<file path="src/rtl/adder_pkg.sv">
// Shared constants for the nibble-serial adder: nibble width and FSM state encoding.
// Latency: n/a (package only).
// Backpressure: n/a (package only).
package adder_pkg;

  localparam int NIB_W = 4;

  localparam logic [1:0] ST_IDLE = 2'd0;
  localparam logic [1:0] ST_RUN  = 2'd1;
  localparam logic [1:0] ST_DONE = 2'd2;

  typedef enum logic [1:0] {
    S_IDLE = ST_IDLE,
    S_RUN  = ST_RUN,
    S_DONE = ST_DONE
  } state_e;

endpackage : adder_pkg

</file>
<file path="src/rtl/kogge_stone_4.sv">
// 4-bit Kogge-Stone parallel-prefix adder slice with carry-in.
// Latency: purely combinational, zero cycles.
// Backpressure: none; the caller sequences the operands.
module kogge_stone_4
  import adder_pkg::*;
(
  input  logic [NIB_W-1:0] a,
  input  logic [NIB_W-1:0] b,
  input  logic             cin,
  output logic [NIB_W-1:0] s,
  output logic             cout
);

  logic [NIB_W-1:0] g;
  logic [NIB_W-1:0] p;
  logic [NIB_W-1:0] g1;
  logic [NIB_W-1:0] p1;
  logic [NIB_W-1:0] g2;

  // Two prefix levels (span 1, span 2); cin is folded into bit 0's generate.
  always_comb begin
    g  = a & b;
    p  = a ^ b;
    g1 = '0;
    p1 = '0;
    g2 = '0;
    // Level 1: bit i combines with bit i-1.
    g1[0] = g[0] | (p[0] & cin);
    p1[0] = 1'b0;
    g1[1] = g[1] | (p[1] & g1[0]);
    p1[1] = 1'b0;
    g1[2] = g[2] | (p[2] & g[1]);
    p1[2] = p[2] & p[1];
    g1[3] = g[3] | (p[3] & g[2]);
    p1[3] = p[3] & p[2];
    // Level 2: bit i combines with the group ending at bit i-2.
    g2[0] = g1[0];
    g2[1] = g1[1];
    g2[2] = g1[2] | (p1[2] & g1[0]);
    g2[3] = g1[3] | (p1[3] & g1[1]);
    s     = p ^ {g2[2:0], cin};
    cout  = g2[3];
  end

endmodule : kogge_stone_4

</file>
<file path="src/rtl/nibble_serial_adder.sv">
// Multi-cycle WIDTH-bit adder: one nibble per cycle through a single 4-bit slice.
// Latency: result valid WIDTH/4 edges after the accept edge; next accept no sooner than WIDTH/4+2 cycles.
// Backpressure: in_ready only in IDLE; result held stable in DONE until out_ready.
module nibble_serial_adder
  import adder_pkg::*;
#(
  parameter int WIDTH = 16
) (
  input  logic             clk,
  input  logic             rst_n,
  input  logic             in_valid,
  output logic             in_ready,
  input  logic [WIDTH-1:0] a,
  input  logic [WIDTH-1:0] b,
  input  logic             cin,
  output logic             out_valid,
  input  logic             out_ready,
  output logic [WIDTH-1:0] sum,
  output logic             cout
);

  localparam int NIB   = WIDTH / NIB_W;
  localparam int IDX_W = (NIB > 1) ? $clog2(NIB) : 1;

  state_e           state_q, state_d;
  logic [IDX_W-1:0] idx_q, idx_d;
  logic             carry_q, carry_d;
  logic [WIDTH-1:0] a_q, a_d;
  logic [WIDTH-1:0] b_q, b_d;
  logic [WIDTH-1:0] sum_q, sum_d;
  logic             cout_q, cout_d;

  logic [NIB_W-1:0] a_nib;
  logic [NIB_W-1:0] b_nib;
  logic [NIB_W-1:0] s_nib;
  logic             c_nib;
  logic             last_nib;

  // Select the current nibble pair from the latched operands.
  always_comb begin
    a_nib = '0;
    b_nib = '0;
    for (int i = 0; i < NIB; i++) begin
      if (idx_q == IDX_W'(i)) begin
        a_nib = a_q[i*NIB_W +: NIB_W];
        b_nib = b_q[i*NIB_W +: NIB_W];
      end
    end
  end

  kogge_stone_4 u_slice (
    .a    (a_nib),
    .b    (b_nib),
    .cin  (carry_q),
    .s    (s_nib),
    .cout (c_nib)
  );

  assign last_nib = (idx_q == IDX_W'(NIB - 1));

  // FSM next-state and datapath updates; handshakes decoded from state.
  always_comb begin
    state_d   = state_q;
    idx_d     = idx_q;
    carry_d   = carry_q;
    a_d       = a_q;
    b_d       = b_q;
    sum_d     = sum_q;
    cout_d    = cout_q;
    in_ready  = 1'b0;
    out_valid = 1'b0;
    unique case (state_q)
      S_IDLE: begin
        in_ready = 1'b1;
        if (in_valid) begin
          a_d     = a;
          b_d     = b;
          carry_d = cin;
          idx_d   = '0;
          sum_d   = '0;
          state_d = S_RUN;
        end
      end
      S_RUN: begin
        for (int i = 0; i < NIB; i++) begin
          if (idx_q == IDX_W'(i)) begin
            sum_d[i*NIB_W +: NIB_W] = s_nib;
          end
        end
        carry_d = c_nib;
        if (last_nib) begin
          // idx holds here; it only returns to 0 on the next accept.
          cout_d  = c_nib;
          state_d = S_DONE;
        end else begin
          idx_d = idx_q + 1'b1;
        end
      end
      S_DONE: begin
        out_valid = 1'b1;
        if (out_ready) begin
          state_d = S_IDLE;
        end
      end
      default: begin
        state_d = S_IDLE;
      end
    endcase
  end

  // State and datapath registers; reset discards any operation in flight.
  always_ff @(posedge clk or negedge rst_n) begin
    if (!rst_n) begin
      state_q <= S_IDLE;
      idx_q   <= '0;
      carry_q <= 1'b0;
      a_q     <= '0;
      b_q     <= '0;
      sum_q   <= '0;
      cout_q  <= 1'b0;
    end else begin
      state_q <= state_d;
      idx_q   <= idx_d;
      carry_q <= carry_d;
      a_q     <= a_d;
      b_q     <= b_d;
      sum_q   <= sum_d;
      cout_q  <= cout_d;
    end
  end

  assign sum  = sum_q;
  assign cout = cout_q;

endmodule : nibble_serial_adder

</file>
<file path="config.mk">
export PLATFORM = sky130hd
export DESIGN_NAME = nibble_serial_adder
export DESIGN_NICKNAME = d
export VERILOG_FILES = /design/src/rtl/adder_pkg.sv /design/src/rtl/kogge_stone_4.sv /design/src/rtl/nibble_serial_adder.sv
export SDC_FILE = /design/constraint.sdc
export NUM_CORES = 1
export LEC_CHECK = 0
export CORE_MARGIN = 8
export CORE_UTILIZATION = 35
export CTS_BUF_LIST = sky130_fd_sc_hd__clkbuf_4
export DETAILED_ROUTE_END_ITERATION = 7
export SLEW_MARGIN = 20
export SYNTH_ARGS = -nofsm -noshare
export SYNTH_HDL_FRONTEND = slang
export SYNTH_HIERARCHICAL = 1
export SYNTH_SLANG_ARGS = --single-unit
</file>
<file path="constraint.sdc">
create_clock -name clk -period 3.75 [get_ports clk]
set_input_delay 0.5625 -clock clk [delete_from_list [all_inputs] [get_ports clk]]
set_output_delay 0.5625 -clock clk [all_outputs]
set_load 0.01 [all_outputs]
</file>
==> impl_metrics.json, run 1 <==
{
  "status": "completed",
  "rows": 32,
  "clock-sinks": 54,
  "cts-root-buf": "clkbuf_4",
  "drtIter0Drc": 104,
  "power_mw": 3.23,
  "instances_no_fill": 383,
  "holdBufCountCts": 0,
  "die_area_um2": 10700,
  "rsz0062_at_grt": "no",
  "syn_avg_cell_area_um2": 11.9,
  "hold_class": "input pin to async pin",
  "grt_max_degree": 33,
  "wl_per_cell_um": 15.7,
  "synth_common_cells": "dfrtp_1 (54), nand2_1 (43), mux2_4 (30)",
  "drive_above_1_share_pct": 17.8,
  "cts-resized-gates": 0,
  "die_x_um": 104,
  "async_reset_ff_share_pct": 100,
  "max_freq_mhz": 320,
  "synthesis.area_um2": 2690,
  "ys_types": 32,
  "synth_seq_cells": 54,
  "core_area_um2": 7570,
  "synth_flop_cell": "dfrtp_1",
  "start_util_pct": 35.5,
  "clock_skew_ns": 0.0160,
  "max-slew-margin-rel_pct": 51.7,
  "drcViolationCount": 0,
  "p_per_area_nw_per_um2": 953,
  "end_kind": "register",
  "ir_drop_mv": 0.417,
  "postSynthCellCount": 225,
  "cp.arrival_ns": 3.38,
  "finalCriticalPeriod_ns": 3.13,
  "gp_congestion": 0.787,
  "cp_max_fo": 12,
  "postCtsSetupBuffers": 0,
  "dp_hpwl_um": 4700,
  "antenna_cells": 0,
  "cts_buffers": 5,
  "cts_tree": "built",
  "overflow": 0,
  "cts-htree-levels": 2,
  "p_leak_nw": 1.46,
  "grt.total_usage_pct": 11.0,
  "yosysMostFrequentCell": "dfrtp_1",
  "clk_pin_slew_ns": 0.16,
  "yosysTopAreaCellShare_pct": 50.3,
  "ios": 56,
  "viasPerCell": 4.78,
  "finalCritPeriodShare_pct": 83.3,
  "finalSetupTns_ns": 0,
  "grt_pass1_vias": 1947,
  "report.final.setup_viol": 0,
  "dr.pass1.iters": 4,
  "num_vias": 1831,
  "required_ns": 4.01,
  "die_y_um": 104,
  "cp-start-kind": "register",
  "drt_wl_total_um": 6000,
  "port_buffers": 55,
  "ys_seq_area_share_pct": 50.3,
  "drv_cap": 0,
  "synth_fp_nets": 271,
  "yosys_warnings": 6,
  "synth_edf_count": 0,
  "slew_viol_final": 0,
  "clock_latency_ns": 0.37,
  "final_nets": 326,
  "synth_area_leaders": "dfrtp_1 (50%), mux2_4 (17%), nand2_1 (6.0%), o211ai_1 (4.7%), ha_1 (3.3%)",
  "worstSetupPathType": "register to register",
  "syn2layout_area_growth_pct": 26.2,
  "tightest_slew_ns": 0.723,
  "grt_pass1_wl_um": 9880,
  "clk_path_buf_depth": 2,
  "drtAntennaViolNets": 0,
  "dp.cells": 375,
  "grt_antenna_before_repair": 0,
  "yosys.area.top_type": "dfrtp_1",
  "hold_viol_final": 0
}
[sequential cells by signal (all words and copies together), names as in the netlist]
register and cells:
a_q 16, b_q 16, sum 16, idx_q 2
state_q 2, carry_q 1, cout 1
[metrics by stage]
| step | worst slack [ns] | hold slack [ns] | utilization, % | cell area (um^2) |
|---|---|---|---|---|
| final | 0.624 | 0.131 | 44.8 | 3390 |
| after global routing | 0.455 | 0.158 | 44.8 | 3390 |
| after CTS | 0.616 | 0.142 | 44.8 | 3390 |
| after detailed placement | 0.661 | 0.503 | 43.8 | 3310 |
| after global placement | 0.787 | 0.506 | 43.8 | 3310 |
| after floorplan | 0.900 | 0.267 | - | 2690 |
[cell type report]
cell class                      count  area, um^2
Clock buffer                        5        37.5
Clock inverter                      3        40.0
Fill cell                         709        4180
Inverter                            5        18.8
Multi-Input combinational cell    156        1250
Sequential cell                    54        1350
Tap cell                          102         128
Timing Repair Buffer               58         568
[where the power goes]
group | leakage [nW] | internal, mW | switching (mW)
logic | 0.748 | 0.891 | 0.947
registers | 0.663 | 0.854 | 0.222
clock network | 0.0450 | 0.139 | 0.181
total | 1.46 | 1.88 | 1.35
[path summary, 6_finish.rpt]
path	startpoint	endpoint	slack, ns	cells past startpoint
worst max-delay path	idx_q[1]	cout	0.62	10
min in group clk	cout	cout	0.54	1
worst max register to register	idx_q[1]	cout	0.62	10
max in group asynchronous	rst_n	a_q[1]	2.84	2
worst min register to register	cout	cout	0.54	1
worst min-delay path	rst_n	state_q[0]	0.13	1
[per-layer routing]
layer	share of wire (%)	vias to the layer above	routed length, um	GRT usage, %
met5	0	-	0	0
met4	0.45	0	27	2.31
met3	5.0	4	298	3.59
met2	45	48	2730	16.8
met1	49	864	2940	14.9
li1	-	915	-	-
[cell families (layout without fill, tap and decap cells)]
family / after synthesis / after routing / share of synthesized area (%)
muxes: 33 / 33 / 18.0
AOI/OAI and AO/OA: 51 / 51 / 13.1
xor gates and xnor gates: 2 / 2 / 0.652
and+or+nand+nor: 61 / 61 / 9.92
buffers and inverters: 15 / 71 / 3.30
adders and majority gates: 9 / 9 / 4.75
DFF: 54 / 54 / 50.3
[cell usage in the layout, fill, tap and decap left out, drive strengths merged, types with 7 or more instances in the layout]
master,count
nand2,43
a22oi,7
o22ai,9
dfrtp,54
mux2,33
clkdlybuf4s50,54
ha,7
o211ai,17
a21oi,10
[critical path: stages, from the launching register on]
cell and delay [ns]:
dfrtp_1 0.45, inv_1 0.11, ha_1 0.38, nor2b_1 0.20, a22oi_1 0.19, a21oi_1 0.12, fa_1 0.49, fa_1 0.43
a21o_1 0.21, a21o_1 0.19, mux2_2 0.25
No activity file was read; power rests on OpenSTA's default activity.
==> run 2, diff against run 1 <==
Clock period 3.75 ns to 2.9 ns, I/O delays scaled along.
==> run 2 against run 1 <==
Compared with the run above:
- design area up 2.9%
- final cell count up 2.1%
- maximum frequency up 13%
- critical path type unchanged
- largest power group unchanged
==> impl_metrics.json, run 2 (synthesized netlist as in run 1, its figures left out) <==
{
  "p_leak_nw": 1.49,
  "cts_buffers": 5,
  "cp.arrival_ns": 3.06,
  "end_kind": "register",
  "layout_commonest_cell": "clkdlybuf4s50_1",
  "rows": 32,
  "grt_antenna_before_repair": 0,
  "num_vias": 1916,
  "die_x_um": 104,
  "viasPerCell": 4.90,
  "start_util_pct": 35.5,
  "instances_no_fill": 391,
  "final_nets": 334,
  "clock_skew_ns": 0.00775,
  "drive_above_1_share_pct": 22.8,
  "holdBufCountCts": 0,
  "clock_latency_ns": 0.38,
  "clk_path_buf_depth": 2,
  "die_y_um": 104,
  "dp_hpwl_um": 4650,
  "cts-htree-levels": 2,
  "dp.cells": 382,
  "final_util_pct": 46.1,
  "syn2layout_area_growth_pct": 29.8,
  "clock-sinks": 54,
  "gp_congestion": 0.801,
  "ir_drop_mv": 0.502,
  "timing.rr.end": "sum[11]",
  "hold_class": "input pin to async pin",
  "grt_max_degree": 55,
  "hold_viol_final": 0,
  "ff2ff_path_depth": 12,
  "wl_per_cell_um": 15.8,
  "tightest_slew_ns": 0.748,
  "worstSetupPathType": "register to register",
  "drtAntennaViolNets": 0,
  "clk_pin_slew_ns": 0.15,
  "port_buffers": 55,
  "status": "completed",
  "slew_viol_final": 0,
  "p_per_area_nw_per_um2": 1250,
  "max-slew-margin-rel_pct": 50.1,
  "core_area_um2": 7570,
  "drtIter0Drc": 96,
  "finalCriticalPeriod_ns": 2.76,
  "cts_tree": "built",
  "max_freq_mhz": 363,
  "ios": 56,
  "drcViolationCount": 0,
  "grt.total_usage_pct": 11.6,
  "drv_cap": 0,
  "grt_pass1_wl_um": 10400,
  "r2r_setup_slack_ns": 0.14,
  "die_area_um2": 10700,
  "overflow": 0,
  "cts-root-buf": "clkbuf_4",
  "finalCritPeriodShare_pct": 95.0,
  "mostFrequentLayoutCells": "clkdlybuf4s50_1 (54), dfrtp_1 (53), nand2_1 (43)",
  "required_ns": 3.20,
  "report.final.setup_viol": 0,
  "cp-start-kind": "register",
  "antenna_cells": 0,
  "grt_pass1_vias": 2010,
  "cp_max_fo": 6,
  "dr.pass1.iters": 4,
  "drt_wl_total_um": 6170,
  "worst_r2r_startpoint": "idx_q[0]"
}
-- run 2: cell types whose count changed in the layout (fill, tap and decap cells not counted), sizes merged --
cell    before  now
clkbuf       5    7
buf          4   12
clkinv       3    1
-- run 2: through the flow --
stage	TNS, ns	total power, mW	setup slack (ns)	hold slack (ns)	area [um^2]
floorplan	0	3.06	0.0500	0.139	2690
global placement	0	3.85	0.135	0.502	3380
detailed placement	0	3.91	0.0444	0.496	3380
CTS	0	4.35	0.0148	0.183	3460
global route	-0.0236	4.69	-0.0150	0.209	3490
finish	0	4.35	0.145	0.159	3490
-- run 2: layout make-up --
class | instances | area [um^2]
fill | 714 | 4080
timing repair buffer | 66 | 641
clock inverter | 1 | 30.0
tap | 102 | 128
inverter | 5 | 18.8
clock buffer | 7 | 52.6
multi-input combinational | 156 | 1270
sequential | 54 | 1350
-- run 2: metal layers --
layer / GRT usage (%) / wire length, um
met1: 15.4 / 2980
met2: 17.9 / 2810
met3: 3.28 / 307
met4: 3.15 / 68
met5: 0 / 0
-- run 2: worst max-delay path, cell delays in order (launching register included) --
cell	delay [ns]
dfrtp_2	0.47
buf_4	0.14
ha_2	0.22
nor2b_2	0.20
buf_4	0.15
a22oi_1	0.06
a21oi_1	0.31
ha_1	0.29
a21o_1	0.17
a21oi_2	0.14
xnor2_1	0.13
nand2_1	0.18
o211ai_1	0.21
-- run 2: how the worst max path moves through the flow --
stage	cells past startpoint	to	slack, ns	start
after floorplan	11	cout	0.05	idx_q[0]
after global placement	9	cout	0.13	idx_q[0]
after detailed placement	10	cout	0.04	idx_q[0]
after CTS	10	cout	0.01	idx_q[0]
after global routing	12	sum[11]	-0.01	idx_q[0]
final	12	sum[11]	0.14	idx_q[0]
-- run 2: timing repair --
action | 4_1_cts | 5_1_grt
setup buffers | 0 | 1
endpoints found under the setup margin | 0 | 10
gates resized for setup | 0 | 8
hold endpoints to repair | 0 | 0
-- run 2: where the power goes --
part	internal (mW)	switching, mW
sequential	1.11	0.271
clock	0.202	0.237
combinational	1.26	1.27
==> RTL change 1, RTL diff (config.mk and constraints of run 1) <==
The parameter `WIDTH` goes from 16 to 8.
--- a/src/rtl/nibble_serial_adder.sv
+++ b/src/rtl/nibble_serial_adder.sv
@@ -6,3 +6,3 @@
 #(
-  parameter int WIDTH = 16
+  parameter int WIDTH = 8
 ) (
Ports: changed (resized a, b and sum); port bits go from 56 to 32. No check against the original RTL was run, so the function may have changed too.
==> RTL change 1 against run 1 <==
- combinational power is 48% lower
- sequential cell count shrank 25
- final cell count decreased by 47%
- via count decreased by 45%
- area after synthesis is 45% lower
- power down 46%
- die area down 38%
- hold slack gained 0.38 ns
- worst setup slack better by 0.38 ns
- wire length fell by 50%
- first-iteration DRC count shrank 63%
- final area shrank 45%
- critical path type unchanged
- critical endpoint unchanged
==> RTL change 1: results (changes against run 1) <==
metric	value	unit	change
Max Used Layer	met4		
peak supply drop	0.000314	V	-25%
inverters	1		-4
GR Layer Usage met1	11.6	%	-3.3 points
sw frac	38.1	%	-3.6 points
fraction of standard cell area in multi-input logic	38.4	%	+1.6 points
routability cong.	0.806		+2.4%
slew margin rel.	62.1	%	+10 points
wire per inst	14.8	um	-5.5%
Placed Cells	195		-48%
IO buf count	31		-44%
Critical R2R Launch	idx_q$_DFFE_PN0P_		
clock network power	181	uW	-43%
FF-to-FF path depth	6		-4
Synth Area in XOR/XNOR	1.17	%	+0.52 points
met2 WL post-DR	1450	um	-47%
top cells by area, synth	dfrtp_1 49%, mux2_2 11%, mux2_4 10%		
fill cell count	368		-48%
Synth top cells by count	29 x dfrtp_1, 15 x mux2_2, 15 x nand2_1, 10 x mux2_4, 8 x o211ai_1		
Fin Hold WS	0.510	ns	+0.379 ns
# clk buffers	6		+1
P_leak	0.810	nW	-44%
DRT met1 WL	1290	um	-56%
clk_lat worst skew	0.32	ns	-0.05 ns
number of multi-input logic gates	83		-47%
Comb group	948	uW	-48%
fraction of synthesized area in multiplexers	21.4	%	+3.4 points
Non-clock buffer share	16.9	%	+0.14 points
DRT Wirelength	2990	um	-50%
Post-Route Skew	0.00432	ns	-0.0117 ns
routed vias/inst	5.00		+4.7%
Signal buffers	32		-45%
final setup margin	1.00	ns	+0.377 ns
layout cells sized above 1	25.0	%	+7.2 points
global-route wire length before repair	5340	um	-46%
Hold Violations, Final	0		unchanged
initial antenna violation count	0		unchanged
Synth Area in Adders	5.20	%	+0.45 points
fraction of area in registers	38.6	%	-1.3 points
status	finished clean		
net count after synthesis	144		-47%
post-synth cell types	29		-9.4%
Clock power frac	10.4	%	+0.5 points
Clock transition at path regs	0.09	ns	-0.07 ns
crit-path max FO	17		+5
post-layout util	46.4	%	+1.6 points
Clock-cell share	2.59	%	+0.31 points
met3 usage	4.19	%	+0.60 points
DRT iter0 DRCs	39		-63%
HP Class	flip-flop to flip-flop		
complex-gate fraction of the synthesized area	8.98	%	-4.1 points
-- RTL change 1: critical path, cell delays in order (launching register included) --
cell and delay, ns:
dfrtp_1 0.71, mux2_2 0.42, fa_1 0.46, fa_1 0.41, a21o_1 0.19, a21o_1 0.19, mux2_2 0.26
-- RTL change 1: worst max-delay path by stage --
stage / start / end / cells after the start
after CTS: idx_q$_DFFE_PN0P_ / cout$_DFFE_PN0P_ / 6
after global routing: idx_q$_DFFE_PN0P_ / cout$_DFFE_PN0P_ / 6
final: idx_q$_DFFE_PN0P_ / cout$_DFFE_PN0P_ / 6
after detailed placement: idx_q$_DFFE_PN0P_ / cout$_DFFE_PN0P_ / 6
after global placement: idx_q$_DFFE_PN0P_ / cout$_DFFE_PN0P_ / 6
after floorplan: idx_q$_DFFE_PN0P_ / cout$_DFFE_PN0P_ / 8
==> RTL change 2, RTL diff (flow settings as in run 1) <==
Made on the original files. Take the reset off `a_q`, `b_q` and `sum_q` and load them in a clocked block of their own.
--- a/src/rtl/nibble_serial_adder.sv
+++ b/src/rtl/nibble_serial_adder.sv
@@ -116,5 +116,2 @@
       carry_q <= 1'b0;
-      a_q     <= '0;
-      b_q     <= '0;
-      sum_q   <= '0;
       cout_q  <= 1'b0;
@@ -124,7 +121,10 @@
       carry_q <= carry_d;
-      a_q     <= a_d;
-      b_q     <= b_d;
-      sum_q   <= sum_d;
       cout_q  <= cout_d;
     end
+  end
+
+  always_ff @(posedge clk) begin
+    a_q   <= a_d;
+    b_q   <= b_d;
+    sum_q <= sum_d;
   end
Check against the original RTL: differs if rst_n is asserted again (counterexample within 4 cycles, from zero or initial values and one cycle with rst_n low); with rst_n held inactive, the same outputs for 10 cycles.
==> RTL change 2 against run 1 <==
- hold slack better by 0.28 ns
- synthesized cell count down 37%
- worst setup slack improved by 0.022 ns
- area after synthesis is 18% lower
- first-iteration DRC count is 27% lower
- wire length down 29%
- power decreased by 20%
- critical endpoint unchanged
- sequential share of layout area grew 15 points
- final cell count decreased by 28%
- clock skew shrank 0.011 ns
- combinational power shrank 36%
- sequential cell count did not move
- largest power group unchanged
- final area shrank 14%
==> RTL change 2: results (changes against run 1) <==
metric	value	unit	change
Crit path largest cell delay	0.47	ns	-0.02 ns
drt pass-1 iters	4		unchanged
fill cell count	530		-25%
P&R area growth vs syn	32.4	%	
Crit. Startpoint	idx_q[0]$_DFFE_PN0P_		
Clock transition at path regs	0.15	ns	
vias in the first global route	1388		-29%
HP Class	input pin to async pin		
setup slack, reg-to-reg	0.65	ns	+0.02 ns
Reg-to-Reg End	cout$_DFFE_PN0P_		
GR Layer Usage met1	12.6	%	-2.3 points
Post-Route Skew	0.00525	ns	-0.0108 ns
peak supply drop	0.000480	V	+15%
largest net degree at the start of global routing	33		unchanged
met3 usage	4.33	%	+0.74 points
clock buffer count from CTS	5		unchanged
register area share after synthesis	72.4	%	+22 points
layout cells sized above 1	6.00	%	-12 points
Fin Hold WS	0.414	ns	+0.283 ns
top cells by area, synth	edfxtp_1 66%, dfrtp_1 6.8%, ha_1 4.0%		
overall global routing resource usage	9.94	%	-1.1 points
placed inst area	2820	um2	-15%
FFs w/ async S/R, synth	11.1	%	-89 points
DRT Wirelength	4280	um	-29%
P_leak	1.04	nW	-28%
clk_lat worst skew	0.37	ns	about the same
Synth warnings	6		unchanged
post-synth cell types	33		+3.1%
Clock Tree Buf Depth	2		unchanged
routability cong.	0.809		+2.9%
max cap viols	0		unchanged
GRT overflow	0		unchanged
routed vias/inst	4.76		-0.40%
global-route wire length before repair	6990	um	-29%
initial antenna violation count	0		unchanged
status	finished clean		
CTS H-tree depth	2		unchanged
net count after synthesis	188		-31%
Post-synth EDFFs	48		+48
DRT iter0 DRCs	76		-27%
crit-path max FO	9		-3
crit path DAT	3.38	ns	about the same
crit start category	flip-flop		
postcts setup bufs	0		unchanged
Worst Tran Pin Value	0.538	ns	-0.185 ns
slowest stage cell, crit path	dfrtp_1		
NumNets Final	245		-25%
Internal	1.70	mW	-9.9%
Root Buffer	clkbuf_4		
dpl hpwl	3350	um	-29%
FF-to-FF path depth	9		-1
Synth top cells by count	48 x edfxtp_1, 12 x a21oi_1		
GR Layer Usage met2	15.0	%	-1.9 points
CP Class	flip-flop to flip-flop		
post-cts resize count	0		unchanged
IO buf count	55		unchanged
Antenna Cells	0		unchanged
-- RTL change 2: worst min-delay path by stage --
stage                      from  cells after the start                     end
2_1_floorplan             rst_n                      0     carry_q$_DFFE_PN0P_
3_3_place_gp   cout$_DFFE_PN0P_                      1        cout$_DFFE_PN0P_
3_5_place_dp   cout$_DFFE_PN0P_                      1        cout$_DFFE_PN0P_
4_1_cts                   rst_n                      1    idx_q[1]$_DFFE_PN0P_
5_1_grt                   rst_n                      1    idx_q[1]$_DFFE_PN0P_
6_report                  rst_n                      1  state_q[1]$_DFFE_PN0P_
-- RTL change 2: cell type report --
cell class	instances	area share, %
Timing Repair Buffer	56	19.2
Inverter	4	0.516
Tap cell	77	3.31
Sequential cell	54	54.7
Multi-Input combinational cell	78	19.3
Clock inverter	3	1.68
Clock buffer	5	1.29
-- RTL change 2: cell families after synthesis --
family / after synthesis / synth area share, %
fa+ha+maj: 9 / 5.81
buf+inv: 10 / 1.99
simple gates: 28 / 7.35
compound gates: 38 / 10.9
flops: 54 / 72.4
xor+xnor: 2 / 0.797
mux: 1 / 0.683
-- RTL change 2: stage by stage --
stage / setup WS (ns) / cells
floorplan: 0.942 / 142
global placement: 0.724 / 269
detailed placement: 0.658 / 269
CTS: 0.615 / 277
global route: 0.390 / 277
finish: 0.647 / 277
-- RTL change 2: metal layers --
layer	wire length, um	part of all wire, %	vias to the layer above
met1	1880	44	604
met2	1860	43	57
met5	0	0	-
met4	47	1.1	0
met3	494	12	6
li1	-	-	652
-- RTL change 2: worst max-delay path: cells and delay by family (launching register included) --
family	cells	cell delay, ns
adders and majority gates	3	1.23
buffers and inverters	1	0.31
DFF	1	0.47
AOI/OAI and AO/OA	4	0.74
muxes	1	0.26
-- RTL change 2: power by group through the flow --
stage          Clock, mW  Sequential (mW)  Combinational [mW]
2_1_floorplan          0             1.13               0.728
3_3_place_gp           0             1.11                1.17
3_5_place_dp           0             1.11                1.19
4_1_cts            0.339             1.10                1.19
5_1_grt            0.360             1.12                1.32
6_report           0.327             1.09                1.18
